`src/rtl/uart_rx.sv`:
```
// 8N1 UART receiver: two-flop synchronizer, mid-bit sampling FSM with glitch
// rejection and break handling, and a one-entry ready/valid holding register.
`timescale 1ns/1ps

module uart_rx #(
   parameter int CLKS_PER_BIT = 867,
   parameter bit MSB_FIRST    = 1'b1
) (
   input  logic       i_Clock,
   input  logic       i_Reset,
   input  logic       i_Rx_Serial,
   output logic [7:0] o_Data,
   output logic       o_Valid,
   input  logic       i_Ready,
   output logic       o_Framing_Err,
   output logic       o_Overrun,
   output logic       o_Busy
);

   localparam int CNT_W = ($clog2(CLKS_PER_BIT) > 21) ? $clog2(CLKS_PER_BIT) : 21;
   localparam logic [CNT_W-1:0] HALF_C = CNT_W'((CLKS_PER_BIT - 1) / 2);
   localparam logic [CNT_W-1:0] LAST_C = CNT_W'(CLKS_PER_BIT - 1);
   localparam logic [CNT_W-1:0] ONE_C  = CNT_W'(1);

   typedef enum logic [2:0] {
      S_IDLE  = 3'd0,
      S_START = 3'd1,
      S_DATA  = 3'd2,
      S_STOP  = 3'd3,
      S_BREAK = 3'd4
   } state_e;

   logic             sync1_q, sync2_q;
   logic             rx_s;
   state_e           state_q, state_d;
   logic [CNT_W-1:0] cnt_q, cnt_d;
   logic [2:0]       bit_idx_q, bit_idx_d;
   logic [7:0]       shift_q, shift_d;
   logic             deliver_q, deliver_d;
   logic             frm_q, frm_d;
   logic             valid_q, valid_d;
   logic [7:0]       data_q, data_d;
   logic             ovr_q, ovr_d;

   // Synchronizer resets to the idle (high) line level so reset never fakes a start bit.
   always_ff @(posedge i_Clock) begin
      if (i_Reset) begin
         sync1_q <= 1'b1;
         sync2_q <= 1'b1;
      end else begin
         sync1_q <= i_Rx_Serial;
         sync2_q <= sync1_q;
      end
   end

   assign rx_s = sync2_q;

   always_ff @(posedge i_Clock) begin
      if (i_Reset) begin
         state_q   <= S_IDLE;
         cnt_q     <= '0;
         bit_idx_q <= 3'd0;
         shift_q   <= 8'h00;
         deliver_q <= 1'b0;
         frm_q     <= 1'b0;
      end else begin
         state_q   <= state_d;
         cnt_q     <= cnt_d;
         bit_idx_q <= bit_idx_d;
         shift_q   <= shift_d;
         deliver_q <= deliver_d;
         frm_q     <= frm_d;
      end
   end

   always_comb begin
      state_d   = state_q;
      cnt_d     = cnt_q;
      bit_idx_d = bit_idx_q;
      shift_d   = shift_q;
      deliver_d = 1'b0;
      frm_d     = 1'b0;
      case (state_q)
         S_IDLE: begin
            cnt_d     = '0;
            bit_idx_d = 3'd0;
            if (!rx_s) begin
               state_d = S_START;
            end else begin
               state_d = S_IDLE;
            end
         end
         S_START: begin
            // Start bit must still be low at its midpoint, otherwise it was a glitch.
            if (cnt_q == HALF_C) begin
               cnt_d     = '0;
               bit_idx_d = 3'd0;
               if (!rx_s) begin
                  state_d = S_DATA;
               end else begin
                  state_d = S_IDLE;
               end
            end else begin
               cnt_d = cnt_q + ONE_C;
            end
         end
         S_DATA: begin
            if (cnt_q == LAST_C) begin
               cnt_d     = '0;
               bit_idx_d = bit_idx_q + 3'd1;
               if (MSB_FIRST) begin
                  shift_d = {shift_q[6:0], rx_s};
               end else begin
                  shift_d = {rx_s, shift_q[7:1]};
               end
               if (bit_idx_q == 3'd7) begin
                  state_d = S_STOP;
               end else begin
                  state_d = S_DATA;
               end
            end else begin
               cnt_d = cnt_q + ONE_C;
            end
         end
         S_STOP: begin
            if (cnt_q == LAST_C) begin
               cnt_d = '0;
               if (rx_s) begin
                  deliver_d = 1'b1;
                  state_d   = S_IDLE;
               end else begin
                  frm_d   = 1'b1;
                  state_d = S_BREAK;
               end
            end else begin
               cnt_d = cnt_q + ONE_C;
            end
         end
         S_BREAK: begin
            // A held-low line is one break, not a stream of frames.
            cnt_d = '0;
            if (rx_s) begin
               state_d = S_IDLE;
            end else begin
               state_d = S_BREAK;
            end
         end
         default: begin
            state_d   = S_IDLE;
            cnt_d     = '0;
            bit_idx_d = 3'd0;
         end
      endcase
   end

   // Holding register; a reset discards any byte not yet consumed.
   always_ff @(posedge i_Clock) begin
      if (i_Reset) begin
         valid_q <= 1'b0;
         data_q  <= 8'h00;
         ovr_q   <= 1'b0;
      end else begin
         valid_q <= valid_d;
         data_q  <= data_d;
         ovr_q   <= ovr_d;
      end
   end

   always_comb begin
      valid_d = valid_q;
      data_d  = data_q;
      ovr_d   = 1'b0;
      if (deliver_q) begin
         // A same-cycle accept frees the slot, so the new byte replaces the old one.
         if (!valid_q || i_Ready) begin
            valid_d = 1'b1;
            data_d  = shift_q;
         end else begin
            ovr_d = 1'b1;
         end
      end else if (valid_q && i_Ready) begin
         valid_d = 1'b0;
      end else begin
         valid_d = valid_q;
      end
   end

   assign o_Data        = data_q;
   assign o_Valid       = valid_q;
   assign o_Framing_Err = frm_q;
   assign o_Overrun     = ovr_q;
   assign o_Busy        = (state_q != S_IDLE);

endmodule

```
`config.mk`:
```
export PLATFORM = sky130hd
export DESIGN_NAME = uart_rx
export DESIGN_NICKNAME = d
export VERILOG_FILES = /design/src/rtl/uart_rx.sv
export SDC_FILE = /design/constraint.sdc
export NUM_CORES = 1
export LEC_CHECK = 0
export ABC_CLOCK_PERIOD_IN_PS = 1900
export CORE_MARGIN = 2
export CORE_UTILIZATION = 51
export DETAILED_ROUTE_END_ITERATION = 10
export PLACE_DENSITY = 0.79
export SYNTH_ARGS = -nofsm -noshare
export SYNTH_HDL_FRONTEND = slang
export SYNTH_SLANG_ARGS = --single-unit
```
`constraint.sdc`:
```
create_clock -name i_Clock -period 1.9 [get_ports i_Clock]
set_input_delay 0.475 -clock i_Clock [delete_from_list [all_inputs] [get_ports i_Clock]]
set_output_delay 0.475 -clock i_Clock [all_outputs]
set_load 0.02 [all_outputs]
```
* Word-level counts from Yosys, hierarchy flattened
Cells that the tools add are included.
** Storage, ports and cells
- Register bits after elaboration :: 49
- Input bits :: 4
- Output and inout port bits :: 12
** Operators by class
- Add/subtract/negate cells :: 2
- Equal/unequal tests :: 11
- Muxes and demuxes :: 20
- Bitwise logic cells :: 4
- Reductions and logical operators :: 15
** Operators with widths (number)
- $mux W21 :: 2
- $pmux W21 S2 :: 1
- $add A21 B1 Y21 const B :: 1
- $eq A21 B10 Y1 const B :: 1
- $eq A21 B9 Y1 const B :: 1
- $mux W3 :: 6
- $pmux W3 S5 :: 1
- $pmux W3 S3 :: 1
- $mux W1 :: 8
- $eq A3 B2 Y1 const B :: 2
- $eq A3 B3 Y1 const B :: 2
- $ne A2 B2 Y1 const B :: 3
- $reduce_and A2 Y1 :: 3
- $reduce_and A3 Y1 :: 2
- $reduce_or A2 Y1 :: 3
- $not A1 Y1 :: 4
- $add A3 B1 Y3 const B :: 1
- $eq A3 B1 Y1 const B :: 1
- $logic_not A3 Y1 :: 1
- $reduce_bool A3 Y1 :: 1
- $reduce_or A3 Y1 :: 1
- $mux W2 :: 1
- $ne A2 B1 Y1 const B :: 1
- $reduce_bool A2 Y1 :: 1
- other kinds (3) :: 3

* Depth between registers and ports, before layout
Gate-level depths: netlist (run 1).
- Depth after elaboration :: 4
- Mapped depth :: 8
- Gate-level depth less buffers :: 7

* Worst setup path before layout (run 1)
OpenSTA, ideal clock, no wires.
- Path type :: register to register
- Start point :: reg cnt_q[0]
- End point :: reg shift_q[0]
- Library setup time :: 128 ps
- Data arrival time :: 1900 ps
- Slack :: -128 ps
- Cell stages (with the launch flop) :: 8
- Path buffers :: 0
- Clock period less this slack :: 2028 ps
- Cell sequence :: dfxtp_1 inv_1 ha_1 nand2_1 or4_4 nor4_4 mux2i_1 nor2_1
** On the way
- Word-level cells in the longest chain between the ends :: 2
** RTL lines
- from (decl) :: RTL line 36 : logic [CNT_W-1:0] cnt_q, cnt_d;
- from (signal assigned) :: RTL line 68 : cnt_q <= cnt_d;
- $eq A21 B10 Y1 :: RTL line 108 : if (cnt_q == LAST_C) begin
- $reduce_and A2 Y1 (no line)
- to (signal assigned) :: RTL line 70 : shift_q <= shift_d;
- to (decl) :: RTL line 38 : logic [7:0] shift_q, shift_d;
No other way between the ends.
A chain may end at the register's enable or synchronous reset.

* Worst setup path after layout (run 1)
- Start point :: reg cnt_q[0]
- End point :: reg shift_q[5]
The elaborated chain is that of the path after synthesis.

==> metrics.md, run 1 <==
| Metric | Value |
|---|---|
| Outcome | complete, but fails checks |
| Failing checks | negative setup slack |
| Clk sinks | 49 |
| I/O pin count | 16 |
| Pin count of the biggest net entering global routing | 22 |
| Vias | 1782 |
| Startpoint of the worst hold path | sync1_q$_SDFF_PP1_ |
| Synth Warn # | 0 |
| Max Cap Violations | 0 |
| Power density over cell area | 742.6 nW/um^2 |
| Post-synth top flop | dfxtp_1 |
| H-tree Lvls | 2 |
| Crit path DAT | 2.15 ns |
| Initial Utilization | 53.01% |
| Path category of the worst min-delay check | reg2reg |
| Share of cells above drive strength 1 | between 20% and 30% |
| Setup Viol. Count Final | 8 |
| Nets | 291 |
| Root buffer cell | clkbuf_8 |
| Vias/cell | ~5.4 |
| Most frequent cell after synthesis | dfxtp_1 |
| Leakage | 1.129 nW |
| DP Wirelength | 3.127 mm |
| Num CTS Buffers | 5 |
| RSZ-0062 raised after global routing | true |
| Drt pass-1 iters | 4 |
| Global-route wire length before repair | roughly 7.4 mm |
| Reg2reg setup slack | -0.04 ns |
| Final hold viol count | 0 |
| Area contributors post-synth | dfxtp_1 46%, nor2_1 8.4%, mux2i_1 7.5%, xor2_1 5.3%, ha_1 2.9% |
| Synth top area share | 45.93% |
| FP Rows | 23 |
| Cell taking the most area after synthesis | dfxtp_1 |
| Average size of a mapped cell | 9.327 um^2 |
| Worst r2r dst | shift_q[5]$_SDFFE_PP0P_ |
| Critical Path Slowest Stage Cell | or4_4 |
| Seq cells post-synth | 49 |
| Gate Count Post-Synth | approximately 230 |
| Die area | 4722 um^2 |
| Syn_nets | roughly 240 |
| Total GRT Usage | 21.14% |
| Fin crit share | 102.3% |
| Cells on Worst Hold Path | 1 |
| Peak VDD IR | 0.0006222 V |
| Routed len/inst | 14.06 um |
| Core area | 4029 um^2 |
| Port Buffer Count | 15 |
| Drt drc | 0 |
| Die width | between 60 and 70 um |
| Max Fanout on Critical Path | 8 |
| Total grt overflow | 0 |
| Post-synth EDFFs | 0 |
| Peak Freq | just over 0.5 GHz |
| Worst-case clock buffer depth | 2 |
| Commonest cells in the netlist | 49 x dfxtp_1, 48 x nor2_1, 16 x mux2i_1, 13 x nand2_1, 13 x xor2_1 |
| RR Startpoint | cnt_q[0]$_SDFF_PP0_ |
| Max stage delay on crit path | around 0.55 ns |
| Final Power | between 2 and 2.5 mW |
| Place WS | -0.04799 ns |
| Crit-path cells | inv_2, ha_4, nand2_4, or4_4, nor4_4, buf_12, mux2i_2, nor2_1 |
| Synthesized area | 2136 um^2 |
| ANT nets after route | 0 |
| TNS Setup | -0.1951 ns |
| Async set-or-reset flop fraction in the synthesized netlist | 0% |
| CTS tree | done |
| Worst-Margin Slew | 0.4619 ns |
| Critical Path RT | 2.10 ns |
| Number of global-route vias before repair | 1704 |
| Gp weighted congestion | 0.7856 |
| Clock Skew | 0.009310 ns |
| Nature of the critical path endpoint | flop |
| Fin crit period | 1.943 ns |
| Worst Hold End | rx_s$_SDFF_PP1_ |
| Total Wirelength | 4.681 mm |
| Cell variety after synth | 41 |
| Clk pin slew, worst setup/hold paths | about 0.10 ns |
| Worst Reg-to-Reg Cells | 8 |
| Critical path type | reg2reg |
| Die height | 68.72 um |
| Initial antenna violation count | 0 |
| Slew headroom | between 60% and 70% |
| Util after Layout | 70.03% |
| Crit path launch type | flop |
| Seq/Total Area, Yosys | 45.93% |
| Final worst slack | -0.04299 ns |
| Starting DRT DRC Count | roughly 180 |
| ANT cells | 0 |
| Final Max Slew Viols | 0 |
| Worst-Skew Late Latency | 0.30 ns |
| Area grow syn2layout | 32.10% |
[registers in the layout (all words and copies together), names as in the netlist]
signal	flops
bit_idx_q	3
cnt_q	21
deliver_q	1
o_Data	8
o_Framing_Err	1
o_Overrun	1
o_Valid	1
rx_s	1
shift_q	8
state_q	3
sync1_q	1
[worst max-delay path, delay by kind of cell, from the launching register on]
| family | cells | cell delay (ns) |
|---|---|---|
| fa+ha+maj | 1 | 0.14 |
| buf+inv | 2 | 0.26 |
| flops | 1 | 0.35 |
| mux | 1 | 0.22 |
| simple gates | 4 | 0.87 |
[per-stage QoR]
| step | cell area (um^2) | hold WS, ns | cells |
|---|---|---|---|
| floorplan | 2158 | 0.3895 | 229 |
| global placement | 2605 | 0.3923 | 320 |
| global route | 2821 | 0.4381 | 333 |
| detailed placement | 2605 | 0.4016 | 320 |
| finish | 2821 | 0.4306 | 333 |
| CTS | 2774 | 0.4330 | 331 |
[placed cells by master, fill, tap and decap left out, types with 2 or more instances in the layout]
master and n:
nor2_1 48, dfxtp_1 45, buf_4 35, mux2i_1 14, clkdlybuf4s50_1 14, xor2_1 13
nand2_1 12, xnor2_1 7, nand4_1 7, nor3_1 6, inv_1 6, nand3_1 6
clkbuf_8 5, dfxtp_2 4, buf_6 4, nor4_4 3, a32o_1 3, nor4_1 3
o21ai_0 3, ha_1 3, inv_6 3, inv_2 2, or4_4 2, mux2i_2 2
o21ai_1 2, and4_1 2, and3_1 2, or2_2 2
[worst max path at each step]
stage	startpoint	end	slack, ns	cells past startpoint
floorplan	cnt_q[0]$_SDFF_PP0_	shift_q[0]$_SDFFE_PP0P_	-0.06	7
CTS	cnt_q[1]$_SDFF_PP0_	bit_idx_q[1]$_SDFFE_PP0P_	-0.02	8
global route	cnt_q[0]$_SDFF_PP0_	shift_q[5]$_SDFFE_PP0P_	-0.11	8
finish	cnt_q[0]$_SDFF_PP0_	shift_q[5]$_SDFFE_PP0P_	-0.04	8
detailed placement	cnt_q[1]$_SDFF_PP0_	cnt_q[6]$_SDFF_PP0_	-0.05	8
global placement	cnt_q[1]$_SDFF_PP0_	bit_idx_q[2]$_SDFFE_PP0P_	0.01	8
[area by class of cell]
| cell class | count | area (um^2) |
|---|---|---|
| clock buffers | 5 | 68.82 |
| clock inverters | 3 | 26.28 |
| fillers | 285 | 1207 |
| inverters | 8 | 30.03 |
| multi-input cells | 163 | 1171 |
| flip-flops and latches | 49 | 985.9 |
| well taps | 50 | 62.56 |
| repair buffers | 55 | 476.7 |
[cell families after synthesis]
| group | synth area share (%) |
|---|---|
| fa+ha+maj | 2.929 |
| buf+inv | 3.339 |
| mux | 7.498 |
| compound gates | 6.092 |
| xor+xnor | 8.202 |
| flops | 45.93 |
| simple gates | 26.01 |
[power by group]
| part | leakage [nW] | internal (mW) | switching (mW) | total (mW) |
|---|---|---|---|---|
| Combinational | 0.682 | 0.154 | 0.217 | 0.371 |
| Sequential | 0.397 | 1.05 | 0.0216 | 1.08 |
| Clock | 0.0495 | 0.274 | 0.375 | 0.649 |
| Total | 1.13 | 1.48 | 0.613 | 2.10 |
[routing by layer]
layer	wire length, um	up-vias	track usage [%]
met5	0	-	0
met4	41	0	7.108
met3	191	4	4.383
met2	2339	39	36.06
met1	2108	847	26.55
li1	-	892	-
[what timing repair did]
action | 4_1_cts | 5_1_grt
hold buffers | 0 | 0
gates resized for setup | 15 | 9
buffers inserted | 3 | 2
pin swaps | 5 | 7
setup endpoints to repair | 33 | 34
Note: power is estimated with default switching activity, not from simulation.
==> run 2, diff against run 1 <==
--- a/config.mk
+++ b/config.mk
@@ -8,8 +8,10 @@
 export ABC_CLOCK_PERIOD_IN_PS = 1900
 export CORE_MARGIN = 2
 export CORE_UTILIZATION = 51
+export CTS_CLUSTER_SIZE = 14
 export DETAILED_ROUTE_END_ITERATION = 10
 export PLACE_DENSITY = 0.79
+export RECOVER_POWER = 50
 export SYNTH_ARGS = -nofsm -noshare
 export SYNTH_HDL_FRONTEND = slang
 export SYNTH_SLANG_ARGS = --single-unit
==> run 2 against run 1 <==
Effect of this change:
- the run still ends with negative setup slack left
- clock power is essentially flat
- power is essentially flat
- worst setup slack lost 0.0017 ns
- routed wire length grew 0.13%
- clock skew is essentially flat
- cell area shrank 0.44%
- sequential power is essentially flat
- global-route usage is the same
==> metrics.md, run 2 (synthesis results as in run 1) <==
| Metric | Value |
|---|---|
| Setup Viol. Count Final | 9 (was 8) |
| Failing checks | negative setup slack (unchanged) |
| Num CTS Buffers | 5 (unchanged) |
| Flip-flop and latch area | 985.9 um^2 (unchanged) |
| Comb power frac | 17.6% (was 17.7%) |
| Outcome | complete, but fails checks (unchanged) |
| H-tree Lvls | 2 (unchanged) |
| Place WS | -0.04799 ns (unchanged) |
| ANT cells | 0 (unchanged) |
| Commonest non-fill, non-tap cell in the layout | nor2_1 (unchanged) |
| Max reg flops | 21 (unchanged) |
| Die width | 68.72 um (unchanged) |
| Final hold slack | 0.4306 ns (about the same) |
| Root buffer cell | clkbuf_8 (unchanged) |
| Power density over cell area | 745.7 nW/um^2 (was 742.6 nW/um^2) |
| Crit path DAT | 2.15 ns (about the same) |
| Slew headroom | 59.73% (was 68.97%) |
| Core area | 4029 um^2 (unchanged) |
| Final Max Slew Viols | 0 (unchanged) |
| Startpoint of the worst hold path | sync1_q$_SDFF_PP1_ (unchanged) |
| Share of cells above drive strength 1 | 26.50% (was 26.86%) |
| Total GRT Usage | 21.14% (unchanged) |
| Int Pwr | 1.481 mW (was 1.482 mW) |
| Fillcell total | 287 (was 285) |
| FP Rows | 23 (unchanged) |
| Critical path type | reg2reg (unchanged) |
| Area grow syn2layout | 31.52% (was 32.10%) |
| Peak Freq | 0.5142 GHz (was 0.5147 GHz) |
| Number of global-route vias before repair | 1704 (unchanged) |
| Worst Reg-to-Reg Cells | 8 (unchanged) |
| Final worst slack | -0.04473 ns (was -0.04299 ns) |
| Clock share of power | 31.0% (about the same) |
| Drt pass-1 iters | 4 (unchanged) |
| Crit path launch type | flop (unchanged) |
| Initial Utilization | 53.01% (unchanged) |
| Gp weighted congestion | 0.7856 (unchanged) |
| Path category of the worst min-delay check | reg2reg (unchanged) |
| DP Wirelength | 3.127 mm (unchanged) |
| Total Wirelength | 4.687 mm (was 4.681 mm) |
| Worst Hold End | rx_s$_SDFF_PP1_ (unchanged) |
| RR Startpoint | cnt_q[0]$_SDFF_PP0_ (unchanged) |
| NetSw | 613.6 uW (was 613.4 uW) |
| CTS tree | done (unchanged) |
| Vias | 1780 (was 1782) |
| Worst-Skew Late Latency | 0.30 ns (about the same) |
| Seq pwr share | 51.4% (was 51.3%) |
| Pin count of the biggest net entering global routing | 22 (unchanged) |
| Cells on Worst Hold Path | 1 (unchanged) |
| Nature of the critical path endpoint | flop (unchanged) |
| I/O pin count | 16 (unchanged) |
| RSZ-0062 raised after global routing | true (unchanged) |
| Worst-case clock buffer depth | 2 (unchanged) |
| Largest register by flop count | cnt_q (unchanged) |
| Worst-Margin Slew | 0.6041 ns (was 0.4619 ns) |
| Max Fanout on Critical Path | 8 (unchanged) |
| ANT nets after route | 0 (unchanged) |
| Max Cap Violations | 0 (unchanged) |
| Nets | 291 (unchanged) |
| Peak VDD IR | 0.0006219 V (was 0.0006222 V) |
| Clock Skew | 0.008930 ns (was 0.009310 ns) |
| Fin crit period | 1.945 ns (was 1.943 ns) |
| Total grt overflow | 0 (unchanged) |
| Placed cells | 320 (unchanged) |
| Hold Buf Count CTS | 0 (unchanged) |
| Clk sinks | 49 (unchanged) |
| Worst r2r dst | shift_q[5]$_SDFFE_PP0P_ (unchanged) |
| Global-route wire length before repair | 7.389 mm (unchanged) |
| Initial antenna violation count | 0 (unchanged) |
| Reg2reg setup slack | -0.04 ns (about the same) |
| Routed len/inst | 14.08 um (was 14.06 um) |
| Die area | 4722 um^2 (unchanged) |
| Die height | 68.72 um (unchanged) |
| Clk pin slew, worst setup/hold paths | 0.10 ns (about the same) |
| Leakage | 1.127 nW (was 1.129 nW) |
| Area of the multi-input gates | 1162 um^2 (was 1171 um^2) |
| Finished Layout Cells | 333 (unchanged) |
| Net Sw Frac | 29.29% (was 29.28%) |
| Critical Path RT | 2.10 ns (about the same) |
| Commonest non-fill, non-tap cells in the layout | 48 x nor2_1, 45 x dfxtp_1, 34 x buf_4, 14 x mux2i_1, 13 x xor2_1 (was 48 x nor2_1, 45 x dfxtp_1, 35 x buf_4, 14 x mux2i_1, 14 x clkdlybuf4s50_1) |
| Port Buffer Count | 15 (unchanged) |
| Fin crit share | 102.4% (was 102.3%) |
| Final hold viol count | 0 (unchanged) |
| Vias/cell | 5.345 (was 5.351) |
| Starting DRT DRC Count | 164 (was 177) |
| Drt drc | 0 (unchanged) |
-- run 2: changes by cell type in the layout (fill, tap and decap cells not counted) --
cell and change:
o21ai_0 +1, nor4_2 +1, clkbuf_1 +1, o21ai_1 -1
dlygate4sd3_1 +2, clkdlybuf4s50_1 -2, buf_4 -1, nor4_4 -1
-- run 2: worst max-delay path by stage --
stage	startpoint	end	slack (ns)
global route	cnt_q[0]$_SDFF_PP0_	shift_q[5]$_SDFFE_PP0P_	-0.11
CTS	cnt_q[1]$_SDFF_PP0_	bit_idx_q[1]$_SDFFE_PP0P_	-0.02
floorplan	cnt_q[0]$_SDFF_PP0_	shift_q[0]$_SDFFE_PP0P_	-0.06
finish	cnt_q[0]$_SDFF_PP0_	shift_q[5]$_SDFFE_PP0P_	-0.04
global placement	cnt_q[1]$_SDFF_PP0_	bit_idx_q[2]$_SDFFE_PP0P_	0.01
detailed placement	cnt_q[1]$_SDFF_PP0_	cnt_q[6]$_SDFF_PP0_	-0.05
-- run 2: repair_timing --
action / CTS / global route
setup endpoints to repair: 33 / 34
buffers inserted: 3 / 2
cloned: 0 / 0
pin swaps: 5 / 7
resized for setup: 15 / 9
-- run 2: layout make-up --
class | count | share of cell area (%)
Multi-Input combinational cell | 163 | 41.38
Sequential cell | 49 | 35.10
Timing Repair Buffer | 55 | 16.84
Clock buffer | 5 | 2.450
Tap cell | 50 | 2.227
Inverter | 8 | 1.069
Clock inverter | 3 | 0.9354
-- run 2: layer usage --
metal  wire [um]  GRT usage (%)  up-vias
met5           0              0        -
met4          42          7.108        0
met3         180          4.383        4
met2        2327          36.06       45
met1        2138          26.55      839
li1            -              -      892
-- run 2: worst max-delay path, cell delays in order (launching register included) --
cell,delay [ns]
dfxtp_2,0.35
inv_2,0.08
ha_4,0.14
nand2_4,0.04
or4_4,0.55
nor4_4,0.22
buf_12,0.18
mux2i_2,0.22
nor2_1,0.06
-- run 2: through the flow --
| stage | instance area [um^2] | total power, mW | utilization [%] | setup TNS [ns] |
|---|---|---|---|---|
| 4_1_cts | 2774 | 2.072 | 68.85 | -0.05731 |
| 6_report | 2809 | 2.095 | 69.72 | -0.2607 |
| 3_5_place_dp | 2605 | 1.410 | 64.66 | -0.8100 |
| 2_1_floorplan | 2158 | 1.299 | - | -0.4565 |
| 3_3_place_gp | 2605 | 1.394 | 64.66 | 0 |
| 5_1_grt | 2809 | 2.181 | 69.72 | -2.454 |
-- run 2: power by group through the flow --
stage / sequential, mW / clock [mW] / combinational, mW
after detailed placement: 1.10 / 0 / 0.311
final: 1.08 / 0.650 / 0.369
after global routing: 1.08 / 0.704 / 0.396
after CTS: 1.08 / 0.657 / 0.338
after global placement: 1.10 / 0 / 0.297
after floorplan: 1.11 / 0 / 0.191
==> run 3, diff against run 2 <==
--- a/config.mk
+++ b/config.mk
@@ -7,10 +7,10 @@
 export LEC_CHECK = 0
 export ABC_CLOCK_PERIOD_IN_PS = 1900
 export CORE_MARGIN = 2
-export CORE_UTILIZATION = 51
+export CORE_UTILIZATION = 35
 export CTS_CLUSTER_SIZE = 14
 export DETAILED_ROUTE_END_ITERATION = 10
-export PLACE_DENSITY = 0.79
+export PLACE_DENSITY = 0.59
 export RECOVER_POWER = 50
 export SYNTH_ARGS = -nofsm -noshare
 export SYNTH_HDL_FRONTEND = slang
==> run 3 against run 2 <==
Effect of this change:
- the run now ends clean
- register-to-register slack better by 0.07 ns
- largest cell class unchanged
- combinational power up 3%
- highest routed layer unchanged
- critical endpoint is now cnt_q[3]$_SDFF_PP0_
- fmax up 3.6%
- cell area up 5.1%
- worst setup slack better by 0.067 ns
- sequential power about the same
- hold slack worse by 0.011 ns
==> metrics.md, run 3 (synthesis results as in run 1) <==
| Metric | Value |
|---|---|
| Crit path launch type | flop (unchanged) |
| Total Wirelength | 4.296 mm (was 4.687 mm) |
| Final hold slack | 0.4193 ns (was 0.4306 ns) |
| Leakage | 1.174 nW (was 1.127 nW) |
| Max Cap Violations | 0 (unchanged) |
| FP Rows | 28 (was 23) |
| Worst-Skew Late Latency | 0.31 ns (was 0.30 ns) |
| Total GRT Usage | 14.31% (was 21.14%) |
| Drt pass-1 iters | 4 (unchanged) |
| Clk pin slew, worst setup/hold paths | 0.10 ns (about the same) |
| Number of global-route vias before repair | 1676 (was 1704) |
| ANT nets after route | 0 (unchanged) |
| Die area | 6743 um^2 (was 4722 um^2) |
| Peak VDD IR | 0.0005094 V (was 0.0006219 V) |
| Port Buffer Count | 15 (unchanged) |
| Crit path DAT | 2.09 ns (was 2.15 ns) |
| Clk sinks | 49 (unchanged) |
| Root buffer cell | clkbuf_8 (unchanged) |
| Worst-Margin Slew | 0.6013 ns (was 0.6041 ns) |
| RR Startpoint | cnt_q[3]$_SDFF_PP0_ (was cnt_q[0]$_SDFF_PP0_) |
| Starting DRT DRC Count | 60 (was 164) |
| Clock Skew | 0.008955 ns (was 0.008930 ns) |
| Worst-case clock buffer depth | 2 (unchanged) |
| Routed len/inst | 11.83 um (was 14.08 um) |
| Drt drc | 0 (unchanged) |
| Outcome | complete, no violations (was complete, but fails checks) |
| Commonest non-fill, non-tap cell in the layout | dfxtp_1 (was nor2_1) |
| Fin crit period | 1.877 ns (was 1.945 ns) |
| Die width | 82.12 um (was 68.72 um) |
| Largest register by flop count | cnt_q (unchanged) |
| Num CTS Buffers | 5 (unchanged) |
| Global-route wire length before repair | 7.569 mm (was 7.389 mm) |
| Total grt overflow | 0 (unchanged) |
| Critical Path RT | 2.11 ns (was 2.10 ns) |
| Die height | 82.12 um (was 68.72 um) |
| Final Max Slew Viols | 0 (unchanged) |
| Hold Buf Count CTS | 0 (unchanged) |
| Peak Freq | 0.5327 GHz (was 0.5142 GHz) |
| Commonest non-fill, non-tap cells in the layout | 43 x dfxtp_1, 42 x nor2_1, 40 x buf_4, 16 x mux2i_1, 13 x xor2_1 (was 48 x nor2_1, 45 x dfxtp_1, 34 x buf_4, 14 x mux2i_1, 13 x xor2_1) |
| RSZ-0062 raised after global routing | true (unchanged) |
| Area of the multi-input gates | 1230 um^2 (was 1162 um^2) |
| Slew headroom | 59.91% (was 59.73%) |
| Path category of the worst min-delay check | reg2reg (unchanged) |
| CTS tree | done (unchanged) |
| Pin count of the biggest net entering global routing | 21 (was 22) |
| Nets | 296 (was 291) |
| TNS Setup | 0 ns (was -0.2607 ns) |
| Setup Viol. Count Final | 0 (was 9) |
| I/O pin count | 16 (unchanged) |
| Fin crit share | 98.81% (was 102.4%) |
| Final hold viol count | 0 (unchanged) |
| Vias/cell | 4.793 (was 5.345) |
| Nature of the critical path endpoint | flop (unchanged) |
| Area grow syn2layout | 38.20% (was 31.52%) |
| Startpoint of the worst hold path | sync1_q$_SDFF_PP1_ (unchanged) |
| Critical path type | reg2reg (unchanged) |
| Vias | 1740 (was 1780) |
| Max reg flops | 21 (unchanged) |
| Fillcell total | 554 (was 287) |
| DP Wirelength | 3.061 mm (was 3.127 mm) |
| ANT cells | 0 (unchanged) |
| Flip-flop and latch area | 993.5 um^2 (was 985.9 um^2) |
| Core area | 5921 um^2 (was 4029 um^2) |
| Initial Utilization | 36.07% (was 53.01%) |
| Power density over cell area | 723.0 nW/um^2 (was 745.7 nW/um^2) |
| Max Fanout on Critical Path | 10 (was 8) |
| Final worst slack | 0.02270 ns (was -0.04473 ns) |
| Util after Layout | 49.85% (was 69.72%) |
| Place WS | -0.08886 ns (was -0.04799 ns) |
| Share of cells above drive strength 1 | 30.56% (was 26.50%) |
| H-tree Lvls | 2 (unchanged) |
| Critical Path Start | cnt_q[3]$_SDFF_PP0_ (was cnt_q[0]$_SDFF_PP0_) |
| Initial antenna violation count | 0 (unchanged) |
| Gp weighted congestion | 0.7758 (was 0.7856) |
## run 3: cell types whose count changed in the layout (fill, tap and decap cells not counted), sizes merged
cell           change
clkdlybuf4s50      -1
dlygate4sd3        +1
buf                +5
## run 3: layout make-up
class	instances	share of cell area, %
inverters	8	1.017
repair buffers	60	17.17
clock inverters	3	0.9750
multi-input cells	163	41.67
well taps	75	3.179
flip-flops and latches	49	33.66
clock buffers	5	2.331
## run 3: worst paths after layout
| check | depth (start not counted) | endpoint | slack [ns] |
|---|---|---|---|
| worst min register to register | 1 | rx_s$_SDFF_PP1_ | 0.42 |
| worst max register to register | 7 | cnt_q[3]$_SDFF_PP0_ | 0.02 |
| worst max-delay path | 7 | cnt_q[3]$_SDFF_PP0_ | 0.02 |
| worst min-delay path | 1 | rx_s$_SDFF_PP1_ | 0.42 |
## run 3: what timing repair did
action                                  4_1_cts  5_1_grt
buffers inserted                              3        2
cloned                                        1        0
gates resized for setup                      19       21
pin swaps                                     5       16
endpoints found under the setup margin       35       35
## run 3: power breakdown
part / internal, mW / switching (mW) / leakage [nW]
logic: 0.164 / 0.214 / 0.724
registers: 1.06 / 0.0228 / 0.399
clock network: 0.279 / 0.397 / 0.0511
## run 3: routing by layer
layer  track usage, %  share of wire [%]  wire length [um]  up-vias
met5                0                  0                 0        -
met4            6.333                2.1                89        0
met3            3.152                2.2                93        7
met2            21.87                 45              1931       16
met1            19.34                 51              2181      810
li1                 -                  -                 -      907
## run 3: worst max-delay path: stages (launching register included)
cell and delay, ns:
dfxtp_2 0.35, nor4_4 0.36, nand4_4 0.19, nor4_4 0.30
buf_4 0.18, a2bb2oi_4 0.18, buf_6 0.17, nor2_1 0.06
## run 3: per-stage QoR
stage	cells	area, um^2	power [mW]
final	363	2952	2.134
after global routing	363	2952	2.236
after CTS	361	2856	2.119
after detailed placement	349	2666	1.418
after global placement	349	2666	1.415
after floorplan	229	2158	1.299
